**config.mk**
```make
export PLATFORM = sky130hd
export DESIGN_NAME = serial_adder
export DESIGN_NICKNAME = d
export VERILOG_FILES = /design/src/rtl/adder_pkg.sv /design/src/rtl/FullAdder.sv /design/src/rtl/serial_adder.sv
export SDC_FILE = /design/constraint.sdc
export NUM_CORES = 1
export LEC_CHECK = 0
export CAP_MARGIN = 20
export CELL_PAD_IN_SITES_DETAIL_PLACEMENT = 0
export CELL_PAD_IN_SITES_GLOBAL_PLACEMENT = 1
export CORE_MARGIN = 5
export CORE_UTILIZATION = 36
export DETAILED_ROUTE_END_ITERATION = 8
export PLACE_DENSITY_LB_ADDON = 0.05
export SYNTH_ARGS = -nofsm -noshare
export SYNTH_HDL_FRONTEND = slang
export SYNTH_SLANG_ARGS = --single-unit
```
**constraint.sdc**
```tcl
create_clock -name clk -period 1.7 [get_ports clk]
set_clock_uncertainty 0.15 [all_clocks]
set_input_delay 0.255 -clock clk [delete_from_list [all_inputs] [get_ports clk]]
set_output_delay 0.255 -clock clk [all_outputs]
set_load 0.1 [all_outputs]
```
**src/rtl/adder_pkg.sv**
```systemverilog
// Shared state encoding for the bit-serial adder/subtractor.
package adder_pkg;

  typedef enum logic {
    IDLE = 1'b0,
    RUN  = 1'b1
  } adder_state_e;

endpackage

```
**src/rtl/FullAdder.sv**
```systemverilog
// Single-bit full adder cell; the serial adder reuses one copy for every bit.
module FullAdder (
  input  logic a,
  input  logic b,
  input  logic c_in,
  output logic sum,
  output logic c_out
);

  assign sum   = a ^ b ^ c_in;
  assign c_out = (a & b) | (c_in & (a ^ b));

endmodule

```
**src/rtl/serial_adder.sv**
```systemverilog
// Bit-serial add/subtract, LSB first, one bit per clock through a single full adder.
// Result bits shift into the top of the A register as its operand bits shift out.
//
//   state | meaning
//   IDLE  | waiting for start; outputs hold the last result
//   RUN   | one operand bit pair consumed per edge, cnt_q = bit index
module serial_adder
  import adder_pkg::*;
#(
  parameter int WIDTH = 8
) (
  input  logic             clk,
  input  logic             rst_n,
  input  logic             start,
  input  logic             sub,
  input  logic [WIDTH-1:0] a,
  input  logic [WIDTH-1:0] b,
  output logic             busy,
  output logic             done,
  output logic [WIDTH-1:0] sum,
  output logic             c_out,
  output logic             ovf
);

  localparam int              CNT_W  = $clog2(WIDTH);
  localparam logic [CNT_W-1:0] CNT_TC = CNT_W'(WIDTH - 1);

  adder_state_e     state_q;
  logic [WIDTH-1:0] a_q;
  logic [WIDTH-1:0] b_q;
  logic [WIDTH-1:0] sum_q;
  logic [CNT_W-1:0] cnt_q;
  logic             carry_q;
  logic             busy_q;
  logic             done_q;
  logic             c_out_q;
  logic             ovf_q;
  logic             fa_sum;
  logic             fa_cout;

  FullAdder u_fa (
    .a    (a_q[0]),
    .b    (b_q[0]),
    .c_in (carry_q),
    .sum  (fa_sum),
    .c_out(fa_cout)
  );

  always_ff @(posedge clk or negedge rst_n) begin
    if (!rst_n) begin
      state_q <= IDLE;
      a_q     <= '0;
      b_q     <= '0;
      sum_q   <= '0;
      cnt_q   <= '0;
      carry_q <= 1'b0;
      busy_q  <= 1'b0;
      done_q  <= 1'b0;
      c_out_q <= 1'b0;
      ovf_q   <= 1'b0;
    end else begin
      done_q <= 1'b0;
      case (state_q)
        IDLE: begin
          if (start) begin
            // Subtraction is a + ~b + 1: invert b and seed the carry with 1.
            a_q     <= a;
            b_q     <= sub ? ~b : b;
            carry_q <= sub;
            cnt_q   <= '0;
            busy_q  <= 1'b1;
            state_q <= RUN;
          end
        end
        RUN: begin
          a_q     <= {fa_sum, a_q[WIDTH-1:1]};
          b_q     <= {1'b0, b_q[WIDTH-1:1]};
          carry_q <= fa_cout;
          if (cnt_q == CNT_TC) begin
            // carry_q is the carry into the MSB at this point.
            sum_q   <= {fa_sum, a_q[WIDTH-1:1]};
            c_out_q <= fa_cout;
            ovf_q   <= carry_q ^ fa_cout;
            done_q  <= 1'b1;
            busy_q  <= 1'b0;
            cnt_q   <= '0;
            state_q <= IDLE;
          end else begin
            cnt_q <= cnt_q + CNT_W'(1);
          end
        end
        default: state_q <= IDLE;
      endcase
    end
  end

  assign busy  = busy_q;
  assign done  = done_q;
  assign sum   = sum_q;
  assign c_out = c_out_q;
  assign ovf   = ovf_q;

endmodule

```
==> results of run 1 <==
-- metrics by stage --
stage	setup slack, ns	hold WS [ns]
floorplan	0.1222	-0.1906
global placement	0.06748	0.3231
detailed placement	0.03245	0.3185
CTS	0.03040	0.2314
global route	0.002246	0.2607
finish	0.04651	0.2236
-- kinds of logic (layout without fill, tap and decap cells) --
kind of cell | after synthesis | count (layout) | share of synthesized area [%]
xor gates and xnor gates | 9 | 9 | 4.929
muxes | 19 | 19 | 14.79
DFF | 33 | 33 | 51.64
AOI/OAI and AO/OA | 22 | 22 | 10.88
adders and majority gates | 4 | 4 | 3.600
and+or+nand+nor | 28 | 28 | 9.156
buffers and inverters | 10 | 50 | 5.007
-- power groups by stage --
stage          Combinational, mW  Clock [mW]  Sequential (mW)
2_1_floorplan              0.952           0             2.26
3_3_place_gp                2.64           0             1.44
3_5_place_dp                2.66           0             1.45
4_1_cts                     2.67       0.594             1.44
5_1_grt                     2.78       0.633             1.48
6_report                    2.63       0.564             1.44
-- cell usage in the layout, fill, tap and decap left out --
cell type         n
a211oi_2          1
a21o_1            1
a21oi_1           1
a221o_1           3
a22o_1            2
and2_1            3
buf_12           14
buf_4             7
clkbuf_1          1
clkbuf_8          5
clkdlybuf4s50_1  19
clkinv_2          2
dfrtp_1          33
fa_1              1
ha_1              3
inv_1             2
mux2_2            1
mux2_4            9
mux2i_1           9
nand2_1          13
nand2_2           1
nand2b_1          1
nor2_1            3
nor2_2            1
nor2b_1           1
nor3b_1           1
o211ai_2          4
o21ai_1           9
o22ai_1           1
or3b_1            4
xnor2_1           5
xor2_1            4
-- per-layer routing --
metal,part of all wire (%),global-route usage (%)
met1,47,14.42
met2,45,17.21
met3,5.8,4.846
met4,2.3,5.769
met5,0,0
-- state kept, by name, summed over array words and instances, names as in the netlist --
signal / cells
carry_q: 1
c_out: 1
b_q: 8
state_q: 1
ovf: 1
busy: 1
done: 1
a_q: 8
cnt_q: 3
sum: 8
-- worst max-delay path, cell delays in order (launching register included) --
cell and delay [ns]:
dfrtp_1 0.39, ha_1 0.23, ha_1 0.21, nand2_2 0.14, buf_12 0.14, mux2_4 0.29
-- worst paths after layout --
path,startpoint,to,slack (ns),cells past startpoint
min reg2reg,b_q[2],b_q[1],0.33,2
max reg2reg,cnt_q[0],sum[1],0.05,5
max,cnt_q[0],sum[1],0.05,5
min,rst_n,sum[6],0.22,2
min in group clk,b_q[2],b_q[1],0.33,2
max in group asynchronous,rst_n,cnt_q[2],0.88,2
-- final cells by class --
type,count,area share (%)
sequential,33,37.59
multi-input combinational,82,31.55
timing repair buffer,40,23.80
clock buffer,6,3.303
tap,52,2.961
clock inverter,2,0.4556
inverter,2,0.3417
==> impl_metrics.env, run 1 <==
export IMPL_status="finished clean"
export IMPL_place_area_mm2=0.002115
export IMPL_yosysTopAreaCellShare_pct=51.64
export IMPL_post_cts_buffers=0
export IMPL_clkLatencyLatePin_ns=0.28
export IMPL_final_area_mm2=0.002197
export IMPL_dp_cells=209
export IMPL_final_hold_viol_count=0
export IMPL_clkSinkCount=33
export IMPL_worstMarginPinSlew_ns=0.4210
export IMPL_multi_input_area_um2=693.2
export IMPL_first_pass_iters=4
export IMPL_peakVddDrop_mv=0.7115
export IMPL_grt_pass1_vias=1121
export IMPL_die_area_mm2=0.005874
export IMPL_antenna_cells=0
export IMPL_syn_area_per_cell_um2=12.79
export IMPL_synthTopCellsByArea="dfrtp_1, mux2_4, mux2i_1"
export IMPL_fin_crit_sh_pct=97.26
export IMPL_p_sw_mw=2.068
export IMPL_grt_use_total_pct=11.61
export IMPL_slew_headroom_pct=71.93
export IMPL_criticalPathCategory="flip-flop to flip-flop"
export IMPL_cp_start_kind="flip-flop"
export IMPL_combPwrFrac_pct=56.8
export IMPL_power_internal_mw=2.562
export IMPL_yosys_top_cells_count="dfrtp_1, nand2_1, mux2_4, mux2i_1, o21ai_1"
export IMPL_gp_congestion=0.6837
export IMPL_cts_buffers=5
export IMPL_layout_min_cycle_time_ns=1.653
export IMPL_cp_required_ns=1.72
export IMPL_synth_top_cell_by_area="dfrtp_1"
export IMPL_io_pin_count=32
export IMPL_clockBufferDepth=2
export IMPL_power_frac_clock_pct=12.2
export IMPL_async_flop_share_pct=100.0
export IMPL_grt_antenna_before_repair=0
export IMPL_synth_seq_cells=33
export IMPL_finish_net_count=188
export IMPL_final_util_pct=50.81
export IMPL_wl_per_cell_um=14.34
export IMPL_final_cells=217
export IMPL_cts_resized=0
export IMPL_vias_per_cell=4.802
export IMPL_drtIter0Drc=32
export IMPL_die_w_um=76.65
export IMPL_hold_path_class="input port to async pin"
export IMPL_start_util_pct=36.98
export IMPL_synth_edf_count=0
export IMPL_tritoncts="built"
export IMPL_netlist_area_mm2=0.001599
export IMPL_netlist_cell_type_count=29
export IMPL_crit_fanout=5
export IMPL_cellPowerDensity_mw_per_mm2=2108
export IMPL_setup_viol=0
export IMPL_final_seq_area_um2=825.8
export IMPL_power_mw=4.630
export IMPL_grt_max_degree=34
export IMPL_synth_ff_type="dfrtp_1"
export IMPL_rsz0062_at_grt="false"
export IMPL_syn_num_nets=149
export IMPL_core_region_area_mm2=0.004324
export IMPL_antenna_left=0
export IMPL_max_cap_violations=0
export IMPL_seq_power_share_pct=31.0
export IMPL_yosysMostFrequentCell="dfrtp_1"
export IMPL_synth_seq_area_share_pct=51.64
export IMPL_tns_ns=0
export IMPL_cts_hold_buf=0
export IMPL_swShare_pct=44.67
export IMPL_cts_clk_slew_worst_paths_ns=0.07
export IMPL_yosys_warnings=0
export IMPL_overflow=0
export IMPL_root_buffer="clkbuf_8"
export IMPL_rows=24
export IMPL_syn_to_final_growth_pct=37.40
export IMPL_die_h_um=76.65
export IMPL_worstSetupEndpointType="flip-flop"
export IMPL_fillCellCount=386
export IMPL_final_max_slew_violation_count=0
export IMPL_io_buffers=31
export IMPL_via_count=1042
export IMPL_routed_wl_um=3112
export IMPL_grt_pass1_wl_um=5395
export IMPL_h_tree_depth=2
export IMPL_leakagePower_nw=1.043
export IMPL_drc_errors=0
export IMPL_synth_cells=125
export IMPL_worst_ep_arrival_time_ns=1.67
export IMPL_dpl_hpwl_um=2262
export IMPL_max_freq_mhz=604.8
export IMPL_drive_above_1_share_pct=27.27
No activity file was read; power rests on OpenSTA's default activity.
==> run 2, diff against run 1 <==
CELL_PAD_IN_SITES_DETAIL_PLACEMENT = unset   (was 0)
CELL_PAD_IN_SITES_GLOBAL_PLACEMENT = unset   (was 1)
CORE_UTILIZATION = 46   (was 36)
==> run 2 against run 1 <==
Effect of this change:
- first-iteration DRC count up 44%
- design area up 1.3%
- total power up 1.9%
- maximum frequency up 1.8%
- clock power up 8.9%
- critical endpoint is now ovf
- wire length down 1.4%
- hold slack worse by 0.047 ns
- combinational power up 2%
- non-clock buffer count up 3
- sequential power about the same
- cell count down 1.4%
==> impl_metrics.env, run 2 (same netlist as run 1, synthesis figures left out) <==
export IMPL_grt_max_degree=34
export IMPL_final_cells=214
export IMPL_grt_antenna_before_repair=0
export IMPL_antenna_cells=0
export IMPL_antenna_left=0
export IMPL_cts_buffers=5
export IMPL_final_max_slew_violation_count=0
export IMPL_leakagePower_nw=1.058
export IMPL_cp_required_ns=1.77
export IMPL_routed_wl_um=3068
export IMPL_layout_min_cycle_time_ns=1.624
export IMPL_crit_family="adder cells"
export IMPL_drc_errors=0
export IMPL_wl_per_cell_um=14.34
export IMPL_io_buffers=31
export IMPL_finish_net_count=191
export IMPL_via_count=1083
export IMPL_cts_hold_buf=0
export IMPL_gp_congestion=0.7662
export IMPL_rows=21
export IMPL_clkSinkCount=33
export IMPL_clkLatencyLatePin_ns=0.33
export IMPL_max_freq_mhz=615.9
export IMPL_grt_pass1_wl_um=4905
export IMPL_tns_ns=0
export IMPL_peakVddDrop_mv=0.9685
export IMPL_crit_fanout=3
export IMPL_dpl_hpwl_um=2168
export IMPL_start_util_pct=47.54
export IMPL_drive_above_1_share_pct=29.76
export IMPL_rsz0062_at_grt="false"
export IMPL_die_area_mm2=0.004755
export IMPL_status="finished clean"
export IMPL_worst_ep_arrival_time_ns=1.70
export IMPL_setup_viol=0
export IMPL_hold_path_class="input port to async pin"
export IMPL_vias_per_cell=5.061
export IMPL_first_pass_iters=4
export IMPL_slowest_stage="fa_1"
export IMPL_io_pin_count=32
export IMPL_h_tree_depth=2
export IMPL_fillCellCount=288
export IMPL_worstSetupEndpointType="flip-flop"
export IMPL_tritoncts="built"
export IMPL_root_buffer="clkbuf_4"
export IMPL_die_h_um=68.96
export IMPL_cpPeakStageDelay_ns=0.49
export IMPL_drtIter0Drc=46
export IMPL_dp_cells=204
export IMPL_cp_start_kind="flip-flop"
export IMPL_path_buf_inv=0
export IMPL_fin_crit_sh_pct=95.51
export IMPL_slew_headroom_pct=72.57
export IMPL_grt_use_total_pct=14.50
export IMPL_core_region_area_mm2=0.003363
export IMPL_multi_input_area_um2=698.2
export IMPL_final_common_cell="dfrtp_1"
export IMPL_final_seq_area_um2=825.8
export IMPL_worstMarginPinSlew_ns=0.4115
export IMPL_syn_to_final_growth_pct=39.12
export IMPL_worstPathCellList="fa_1 -> xor2_1 -> mux2_4"
export IMPL_die_w_um=68.96
export IMPL_overflow=0
export IMPL_layout_common_cells="dfrtp_1, clkdlybuf4s50_1, nand2_1, buf_12, buf_4"
export IMPL_cts_clk_slew_worst_paths_ns=0.10
export IMPL_grt_pass1_vias=1064
export IMPL_criticalPathCategory="flip-flop to flip-flop"
export IMPL_cellPowerDensity_mw_per_mm2=2121
export IMPL_clockBufferDepth=2
export IMPL_max_cap_violations=0
export IMPL_final_hold_viol_count=0
run 2: cell count changes in the layout (fill, tap and decap cells not counted):
cell	before	now
clkbuf_16	0	1
clkbuf_8	5	1
buf_4	7	10
ha_2	0	2
buf_12	14	13
ha_1	3	1
clkbuf_4	0	5
bufinv_16	0	1
clkinv_2	2	0
run 2: worst paths after layout:
| path | from | endpoint | slack [ns] | depth (start not counted) |
|---|---|---|---|---|
| min | rst_n | sum[6] | 0.18 | 2 |
| max reg2reg | carry_q | ovf | 0.08 | 3 |
| max | carry_q | ovf | 0.08 | 3 |
| min reg2reg | b_q[7] | b_q[6] | 0.35 | 2 |
| min in group clk | b_q[7] | b_q[6] | 0.35 | 2 |
| max in group asynchronous | rst_n | a_q[4] | 0.93 | 2 |
run 2: power by group:
part,internal (mW),total (mW),leakage (nW),switching (mW)
Combinational,1.16,2.67,0.598,1.51
Sequential,1.14,1.43,0.415,0.296
Clock,0.351,0.614,0.0455,0.263
run 2: area by class of cell:
type	instances	share of cell area, %
Timing Repair Buffer	43	24.75
Clock buffer	7	2.475
Multi-Input combinational cell	82	31.38
Clock inverter	1	1.350
Sequential cell	33	37.12
Tap cell	46	2.587
Inverter	2	0.3375
run 2: layer usage:
layer | up-vias | GRT usage (%) | wire (um)
li1 | 519 | - | -
met3 | 4 | 5.835 | 169
met5 | - | 0 | 0
met1 | 536 | 17.91 | 1390
met2 | 24 | 22.86 | 1476
met4 | 0 | 5.109 | 31
run 2: what timing repair did:
item,in CTS,in global routing
gates resized for setup,0,2
endpoints found under the setup margin,0,8
endpoints found under the hold margin,0,0
setup buffers,0,1
run 2: through the flow:
step                      worst slack [ns]  instance area [um2]  hold slack (ns)  util [%]  power [mW]
after CTS                          0.01786                 2187           0.1775     65.03       4.701
after detailed placement          0.007963                 2102           0.3328     62.50       4.073
after global placement             0.04780                 2102           0.3161     62.50       4.015
after floorplan                     0.1222                 1599          -0.1906         -       3.217
after global routing              0.007286                 2225           0.1804     66.15       4.988
final                              0.07625                 2225           0.1764     66.15       4.718
==> run 3, diff against run 2 <==
CORE_UTILIZATION = 54   (was 46)
clock period = 2.08 ns   (was 1.7 ns; I/O delays follow)
==> run 3 against run 2 <==
Effect of this change:
- clock power shrank 44%
- register-to-register slack gained 0.23 ns
- first-iteration DRC count shrank 2.2%
- non-clock buffer count shrank 6
- flip-flop and latch count is the same
==> impl_metrics.env, run 3 (same netlist as run 1, synthesis figures left out) <==
export IMPL_gp_congestion=0.7315
export IMPL_syn_to_final_growth_pct=21.44
export IMPL_finish_net_count=185
export IMPL_drc_errors=0
export IMPL_cts_resized=0
export IMPL_rsz0062_at_grt="false"
export IMPL_slew_headroom_pct=66.27
export IMPL_cp_required_ns=2.16
export IMPL_worstSetupEndpointType="flip-flop"
export IMPL_cts_hold_buf=0
export IMPL_hold_path_class="input port to async pin"
export IMPL_crit_fanout=11
export IMPL_combPwrFrac_pct=54.6
export IMPL_die_w_um=64.42
export IMPL_io_buffers=31
export IMPL_p_sw_mw=1.612
export IMPL_grt_use_total_pct=16.23
export IMPL_clkSinkCount=33
export IMPL_layout_min_cycle_time_ns=1.773
export IMPL_leakagePower_nw=0.9571
export IMPL_drive_above_1_share_pct=25.93
export IMPL_grt_pass1_vias=1083
export IMPL_post_cts_buffers=0
export IMPL_final_hold_viol_count=0
export IMPL_clkLatencyLatePin_ns=0.34
export IMPL_power_internal_mw=1.679
export IMPL_first_pass_iters=3
export IMPL_tns_ns=0
export IMPL_h_tree_depth=2
export IMPL_worstMarginPinSlew_ns=0.5060
export IMPL_grt_max_degree=34
export IMPL_grt_antenna_before_repair=0
export IMPL_die_area_mm2=0.004149
export IMPL_cellPowerDensity_mw_per_mm2=1695
export IMPL_root_buffer="clkbuf_4"
export IMPL_layout_common_cells="dfrtp_1, clkdlybuf4s50_1, buf_4"
export IMPL_start_util_pct=57.00
export IMPL_final_max_slew_violation_count=0
export IMPL_holdWs_ns=0.2160
export IMPL_wl_per_cell_um=15.07
export IMPL_max_freq_mhz=563.9
export IMPL_final_util_pct=69.22
export IMPL_peakVddDrop_mv=0.7926
export IMPL_worst_ep_arrival_time_ns=1.85
export IMPL_antenna_cells=0
export IMPL_antenna_left=0
export IMPL_routed_wl_um=2909
export IMPL_final_common_cell="dfrtp_1"
export IMPL_grt_pass1_wl_um=5078
export IMPL_max_cap_violations=0
export IMPL_cp_start_kind="flip-flop"
export IMPL_cts_clk_slew_worst_paths_ns=0.10
export IMPL_overflow=0
export IMPL_die_h_um=64.42
export IMPL_seq_power_share_pct=34.9
export IMPL_tritoncts="built"
export IMPL_rows=19
export IMPL_cts_buffers=5
export IMPL_dpl_hpwl_um=2062
export IMPL_clockBufferDepth=2
export IMPL_power_frac_clock_pct=10.5
export IMPL_via_count=1046
export IMPL_fin_crit_sh_pct=85.26
export IMPL_status="finished clean"
export IMPL_setup_viol=0
export IMPL_criticalPathCategory="flip-flop to flip-flop"
export IMPL_io_pin_count=32
export IMPL_swShare_pct=48.99
export IMPL_fillCellCount=219
export IMPL_drtIter0Drc=45
export IMPL_core_region_area_mm2=0.002805
export IMPL_vias_per_cell=5.420
[run 3: power groups by stage]
stage / clock (mW) / combinational (mW) / sequential [mW]
6_report: 0.346 / 1.80 / 1.15
5_1_grt: 0.390 / 1.91 / 1.19
4_1_cts: 0.357 / 1.82 / 1.15
3_5_place_dp: 0 / 1.80 / 1.16
3_3_place_gp: 0 / 1.77 / 1.15
2_1_floorplan: 0 / 0.778 / 1.85
[run 3: critical path, cell delays in order, from the launching register on]
cell,delay [ns]
dfrtp_1,0.41
ha_1,0.23
ha_1,0.21
nand2_2,0.29
mux2_2,0.38
[run 3: path summary, 6_finish.rpt]
kind / cells after the start / slack (ns) / start / end
max: 4 / 0.31 / cnt_q[0] / sum[7]
min: 2 / 0.22 / rst_n / sum[6]
max reg2reg: 4 / 0.31 / cnt_q[0] / sum[7]
min reg2reg: 2 / 0.35 / b_q[2] / b_q[1]
max in group asynchronous: 2 / 1.27 / rst_n / b_q[5]
min in group clk: 2 / 0.35 / b_q[2] / b_q[1]
[run 3: final cells by class]
cell class | instances | area (um2) | share of cell area [%]
clock buffers | 6 | 41.29 | 2.126
clock inverters | 2 | 10.01 | 0.5155
inverters | 2 | 7.507 | 0.3866
multi-input cells | 82 | 693.2 | 35.70
flip-flops and latches | 33 | 825.8 | 42.53
well taps | 31 | 38.79 | 1.997
repair buffers | 37 | 325.3 | 16.75
[run 3: through the flow]
stage	instances	setup slack [ns]	cell area [um2]	total power [mW]
after floorplan	125	0.5022	1599	2.630
after global placement	185	0.3216	1891	2.925
after detailed placement	185	0.2835	1891	2.968
after CTS	193	0.2862	1942	3.332
after global routing	193	0.2248	1942	3.494
final	193	0.3066	1942	3.291
[run 3: metal layers]
metal | part of all wire [%] | track usage (%)
met2 | 49 | 26.80
met5 | 0 | 0
met4 | 2.0 | 7.388
met3 | 6.0 | 6.218
met1 | 43 | 18.73
